### src/rtl/adder_pipe.sv
// adder_pipe: pipelined WIDTH-bit add/subtract, one SW-bit carry-chained slice
// per stage, valid/ready on both sides, whole-pipe stall on output back-pressure.
// Optional NZCV flag generation is enabled by defining ADDER_PIPE_FLAGS_EN;
// without it the flags port is tied to zero and no flag logic is built.
module adder_pipe #(
    parameter int WIDTH  = 64,
    parameter int STAGES = 4
) (
    input  logic             clk,
    input  logic             reset,
    input  logic             in_valid,
    output logic             in_ready,
    input  logic [WIDTH-1:0] A,
    input  logic [WIDTH-1:0] B,
    input  logic             sub,
    output logic             out_valid,
    input  logic             out_ready,
    output logic [WIDTH-1:0] out,
    output logic [3:0]       flags
);

    localparam int SW   = WIDTH / STAGES;
    localparam int LAST = STAGES - 1;

    // One global advance: the pipe moves as a unit or holds as a unit.
    logic adv;

    // Per-stage combinational inputs and results.
    logic [WIDTH-1:0] a_in     [STAGES];
    logic [WIDTH-1:0] b_in     [STAGES];
    logic [WIDTH-1:0] s_in     [STAGES];
    logic             c_in     [STAGES];
    logic             v_in     [STAGES];
    logic [SW:0]      slice_sum[STAGES];
    logic [WIDTH-1:0] s_next   [STAGES];
    logic             c_next   [STAGES];

    // Per-stage registers: skewed operands (B already conditionally inverted),
    // partial result, slice carry and valid.
    logic [WIDTH-1:0] a_q[STAGES];
    logic [WIDTH-1:0] b_q[STAGES];
    logic [WIDTH-1:0] s_q[STAGES];
    logic             c_q[STAGES];
    logic             v_q[STAGES];

    assign adv       = !v_q[LAST] || out_ready;
    assign in_ready  = adv;
    assign out_valid = v_q[LAST];
    assign out       = s_q[LAST];

    // Slice adders: stage k adds slice k of its operands plus the carry from stage k-1.
    always_comb begin
        // Stage 0 takes the operation straight from the ports; the subtract
        // bit becomes both the B inversion and the initial carry.
        a_in[0] = A;
        b_in[0] = sub ? ~B : B;
        s_in[0] = '0;
        c_in[0] = sub;
        v_in[0] = in_valid;
        for (int unsigned k = 1; k < STAGES; k++) begin
            a_in[k] = a_q[k-1];
            b_in[k] = b_q[k-1];
            s_in[k] = s_q[k-1];
            c_in[k] = c_q[k-1];
            v_in[k] = v_q[k-1];
        end
        for (int unsigned k = 0; k < STAGES; k++) begin
            slice_sum[k] = {1'b0, a_in[k][k*SW +: SW]}
                         + {1'b0, b_in[k][k*SW +: SW]}
                         + {{SW{1'b0}}, c_in[k]};
            s_next[k]    = s_in[k];
            s_next[k][k*SW +: SW] = slice_sum[k][SW-1:0];
            c_next[k]    = slice_sum[k][SW];
        end
    end

    // Pipeline registers: cleared on reset, advanced together on adv; data
    // only loads behind a valid operation so bubbles leave it untouched.
    always_ff @(posedge clk) begin
        if (reset) begin
            for (int unsigned k = 0; k < STAGES; k++) begin
                v_q[k] <= 1'b0;
                c_q[k] <= 1'b0;
                a_q[k] <= '0;
                b_q[k] <= '0;
                s_q[k] <= '0;
            end
        end else if (adv) begin
            for (int unsigned k = 0; k < STAGES; k++) begin
                v_q[k] <= v_in[k];
                if (v_in[k]) begin
                    a_q[k] <= a_in[k];
                    b_q[k] <= b_in[k];
                    s_q[k] <= s_next[k];
                    c_q[k] <= c_next[k];
                end
            end
        end
    end

`ifdef ADDER_PIPE_FLAGS_EN
    logic [3:0]       flags_q;
    logic [3:0]       flags_next;
    logic [WIDTH-1:0] final_res;
    logic             a_msb;
    logic             b_msb;

    // NZCV of the completed result; operand sign bits arrive with the MSB slice.
    always_comb begin
        final_res  = s_next[LAST];
        a_msb      = a_in[LAST][WIDTH-1];
        b_msb      = b_in[LAST][WIDTH-1];
        flags_next = {final_res[WIDTH-1],
                      final_res == '0,
                      c_next[LAST],
                      (a_msb == b_msb) && (final_res[WIDTH-1] != a_msb)};
    end

    // Flag register loads alongside the output stage.
    always_ff @(posedge clk) begin
        if (reset) begin
            flags_q <= '0;
        end else if (adv && v_in[LAST]) begin
            flags_q <= flags_next;
        end
    end

    assign flags = flags_q;
`else
    assign flags = '0;
`endif

endmodule

### config.mk
export PLATFORM = sky130hd
export DESIGN_NAME = adder_pipe
export DESIGN_NICKNAME = d
export VERILOG_FILES = /design/src/rtl/adder_pipe.sv
export SDC_FILE = /design/constraint.sdc
export NUM_CORES = 1
export LEC_CHECK = 0
export BUFFER_PORTS_ARGS = -buffer_cell sky130_fd_sc_hd__buf_2
export CORE_UTILIZATION = 50
export CTS_BUF_LIST = sky130_fd_sc_hd__clkbuf_8
export DETAILED_ROUTE_END_ITERATION = 8
export PLACE_DENSITY = 0.79
export SLEW_MARGIN = 25
export SYNTH_ARGS = -nofsm -noshare
export SYNTH_HDL_FRONTEND = slang
export SYNTH_SLANG_ARGS = --single-unit
### constraint.sdc
create_clock -name clk -period 4.3 [get_ports clk]
set_clock_uncertainty 0.1 [all_clocks]
set_input_delay 0.215 -clock clk [delete_from_list [all_inputs] [get_ports clk]]
set_output_delay 0.215 -clock clk [all_outputs]
set_load 0.02 [all_outputs]
==> impl_metrics.py <==
metrics = {
    "logic_synthesis": {
        "synthXorXnorAreaFrac_pct": 5.23,
        "synthMuxAreaShare_pct": 0.306,
        "yosysTopAreaCellShare_pct": 64.3,
        "synth-simple-area-share_pct": 15.2,
        "synth_area_leader_cell": "edfxtp_1",
        "synthArstFlopShare_pct": 0,
        "synthAdderAreaFrac_pct": 5.24,
        "synth-compound-area-share_pct": 7.31,
        "synth_top_family_by_area": "simple AND/OR/NAND/NOR gates",
        "ys.flop_type": "edfxtp_1",
        "yosysUniqueCellTypes": 65,
        "synth.area.top_cells": "edfxtp_1 64%, and3_1 9.3%, ha_1 4.4%, xnor2_1 3.8%, nor2_1 2.7%",
        "ys_ff_latch": 359,
        "ys_seq_area_share_pct": 64.3,
        "synth_edf_count": 359,
        "synth_cells": 1281,
        "synth.avg_cell_area_um2": 13.1,
        "yosys_warnings": 0,
        "synth_area_um2": 16800,
    },
    "routing": {
        "antenna_left": 0,
        "wire_per_inst_um": 16.9,
        "dr.pass1.iters": 5,
        "num_vias": 10800,
        "drt_iter0_drc": 819,
        "drt-total-wl_mm": 34.6,
        "viasPerCell": 5.27,
        "remaining_drc_errors": 0,
    },
    "setup_path": {
        "worstSetupStartpointType": "register",
        "worstPathArrival_ns": 3.19,
        "worstSetupPathType": "register to register",
        "crit_path_max_fanout": 39,
        "reg2regPathDepth": 5,
        "critPathRequiredTime_ns": 4.58,
        "worstSetupEndpointType": "register",
    },
    "timing": {
        "tightest_slew_ns": 0.983,
        "finalCritPeriodShare_pct": 67.7,
        "fin_crit_ns": 2.91,
        "final-setup-viol-count": 0,
        "max_slew_margin_pct": 34.5,
        "timing.setup.tns_ns": 0,
        "drv_slew": 0,
        "rsz0062_at_grt": "false",
        "fmax_mhz": 343,
        "hold_viol": 0,
    },
    "placed_design": {
        "io_buffer_count": 198,
        "dp_hpwl_mm": 22.9,
        "gp_congestion": 0.886,
        "place_area_um2": 18100,
    },
    "finish": {
        "drive_gt1_share_pct": 18.4,
        "syn_to_final_growth_pct": 19.8,
        "seq_area_um2": 10800,
        "design_area_um2": 20100,
        "multi_input_area_um2": 5640,
        "nets": 1767,
        "fillers": 2461,
    },
    "pwr": {
        "peakVddDrop_uv": 196,
        "leakagePower_nw": 8.91,
        "power_density_nw_per_um2": 387,
    },
    "clock_tree": {
        "numCtsBuffers": 53,
        "htree_levels": 2,
        "cts.repair.resized": 0,
        "clk_pin_slew_ns": 0.06,
        "cts_root_buffer": "clkbuf_8",
        "cts_num_sinks": 359,
        "cts_max_path_buffers": 3,
        "clock_latency_ns": 0.58,
        "cts_tree": "yes",
        "cts_setup_buffers": 0,
    },
    "floorplan": {
        "die_x_um": 185,
        "row_count": 66,
        "fp.dieH_um": 185,
        "dieArea_um2": 34300,
        "start_util_pct": 51.1,
        "core_area_um2": 32800,
        "ios": 203,
    },
    "global_route": {
        "antenna_found_initial": 0,
        "grtUsageTotal_pct": 20.3,
        "grt_pass1_vias": 10300,
        "grt_max_degree": 102,
        "grt_pass1_wl_mm": 54.2,
        "overflow": 0,
    },
    "job": {
        "drv_cap": 0,
    },
    "hold_path": {
        "hp-class": "input pin to register",
        "whs_path_depth": 3,
    },
    "run_status": {
        "status": "completed",
    },
}
per-layer routing:
metal | GRT usage, % | wire length, um
met5 | 0 | 0
met4 | 6.51 | 726
met3 | 3.95 | 2050
met2 | 30.8 | 15500
met1 | 29.5 | 16400
cells in the mapped netlist, types with 6 or more instances:
master / n
inv_1: 12
ha_1: 59
nor3_1: 16
buf_2: 7
a211oi_1: 10
nand3_1: 13
o21ai_0: 20
a21oi_1: 49
clkbuf_1: 65
a21o_1: 21
and3_1: 249
o21bai_1: 6
a31oi_1: 6
nor2_1: 120
xnor2_1: 72
fa_1: 7
nand4_1: 8
nand2_1: 34
o21ai_1: 17
edfxtp_1: 359
nor2b_1: 8
o21a_1: 16
nand2b_1: 6
xor2_1: 28
per-stage QoR:
| stage | std cells | util (%) | power, W | hold slack, ns | worst slack (ns) |
|---|---|---|---|---|---|
| after floorplan | 1284 | - | 0.00494 | 0.332 | 0.428 |
| after global placement | 1858 | 55.3 | 0.00521 | 0.423 | 1.42 |
| after detailed placement | 1858 | 55.3 | 0.00524 | 0.429 | 1.35 |
| after CTS | 2053 | 61.2 | 0.00781 | 0.00501 | 1.40 |
| after global routing | 2053 | 61.2 | 0.00810 | 0.0270 | 1.17 |
| final | 2054 | 61.2 | 0.00777 | 0.0189 | 1.39 |
cells in the final DEF (no fill, tap or decap), drive strengths merged, types with 13 or more instances in the layout:
cell,instances
and3,249
clkbuf,54
buf,212
nand2,35
edfxtp,359
ha,59
a21o,21
nor2,120
inv,30
o21a,16
clkinv,27
nand3,13
a21oi,49
xor2,28
xnor2,72
o21ai,39
dlygate4sd3,97
nor3,16
worst paths after layout:
kind / end / slack, ns / startpoint
max reg2reg: s_q[0][9]$_SDFFCE_PN0P_ / 1.39 / v_q[0][3]$_DFFE_PP_
min reg2reg: a_q[0][191]$_SDFFCE_PN0P_ / 0.44 / a_q[0][127]$_SDFFCE_PN0P_
max: s_q[0][9]$_SDFFCE_PN0P_ / 1.39 / v_q[0][3]$_DFFE_PP_
min: s_q[0][0]$_SDFFCE_PN0P_ / 0.02 / B[0]
logic make-up (layout without fill, tap and decap cells):
group,after synthesis,count (layout)
simple gates,471,471
flops,359,359
compound gates,183,183
xor+xnor,100,100
buf+inv,96,423
fa+ha+maj,66,66
mux,5,5
other cells,1,5
state kept, by name, indices dropped and copies added, names as in the netlist:
register,count
a_q,96
s_q,160
b_q,96
c_q,3
v_q,4
cell type report:
class | count | area share, %
inverter | 16 | 0.299
clock buffer | 54 | 3.70
multi-input combinational | 829 | 28.1
tap | 442 | 2.75
timing repair buffer | 309 | 10.3
antenna | 1 | 0.0125
sequential | 359 | 53.7
clock inverter | 44 | 1.16
critical path, stage by stage, from the launching register on:
cell      delay [ns]
edfxtp_1        0.38
nand2b_1        0.34
nor2b_4         0.65
nand2_2         0.53
buf_4           0.42
nor2_1          0.27
power by group:
part | internal [W] | switching [W] | leakage, nW
sequential | 0.00412 | 0.0000786 | 3.84
clock | 0.00129 | 0.00124 | 0.544
combinational | 0.000428 | 0.000618 | 4.52
repair_timing:
action / in CTS / in global routing
hold buffers: 97 / 0
hold endpoints to repair: 97 / 0
endpoints found under the setup margin: 0 / 0
Power figures use the tool's default switching activity.
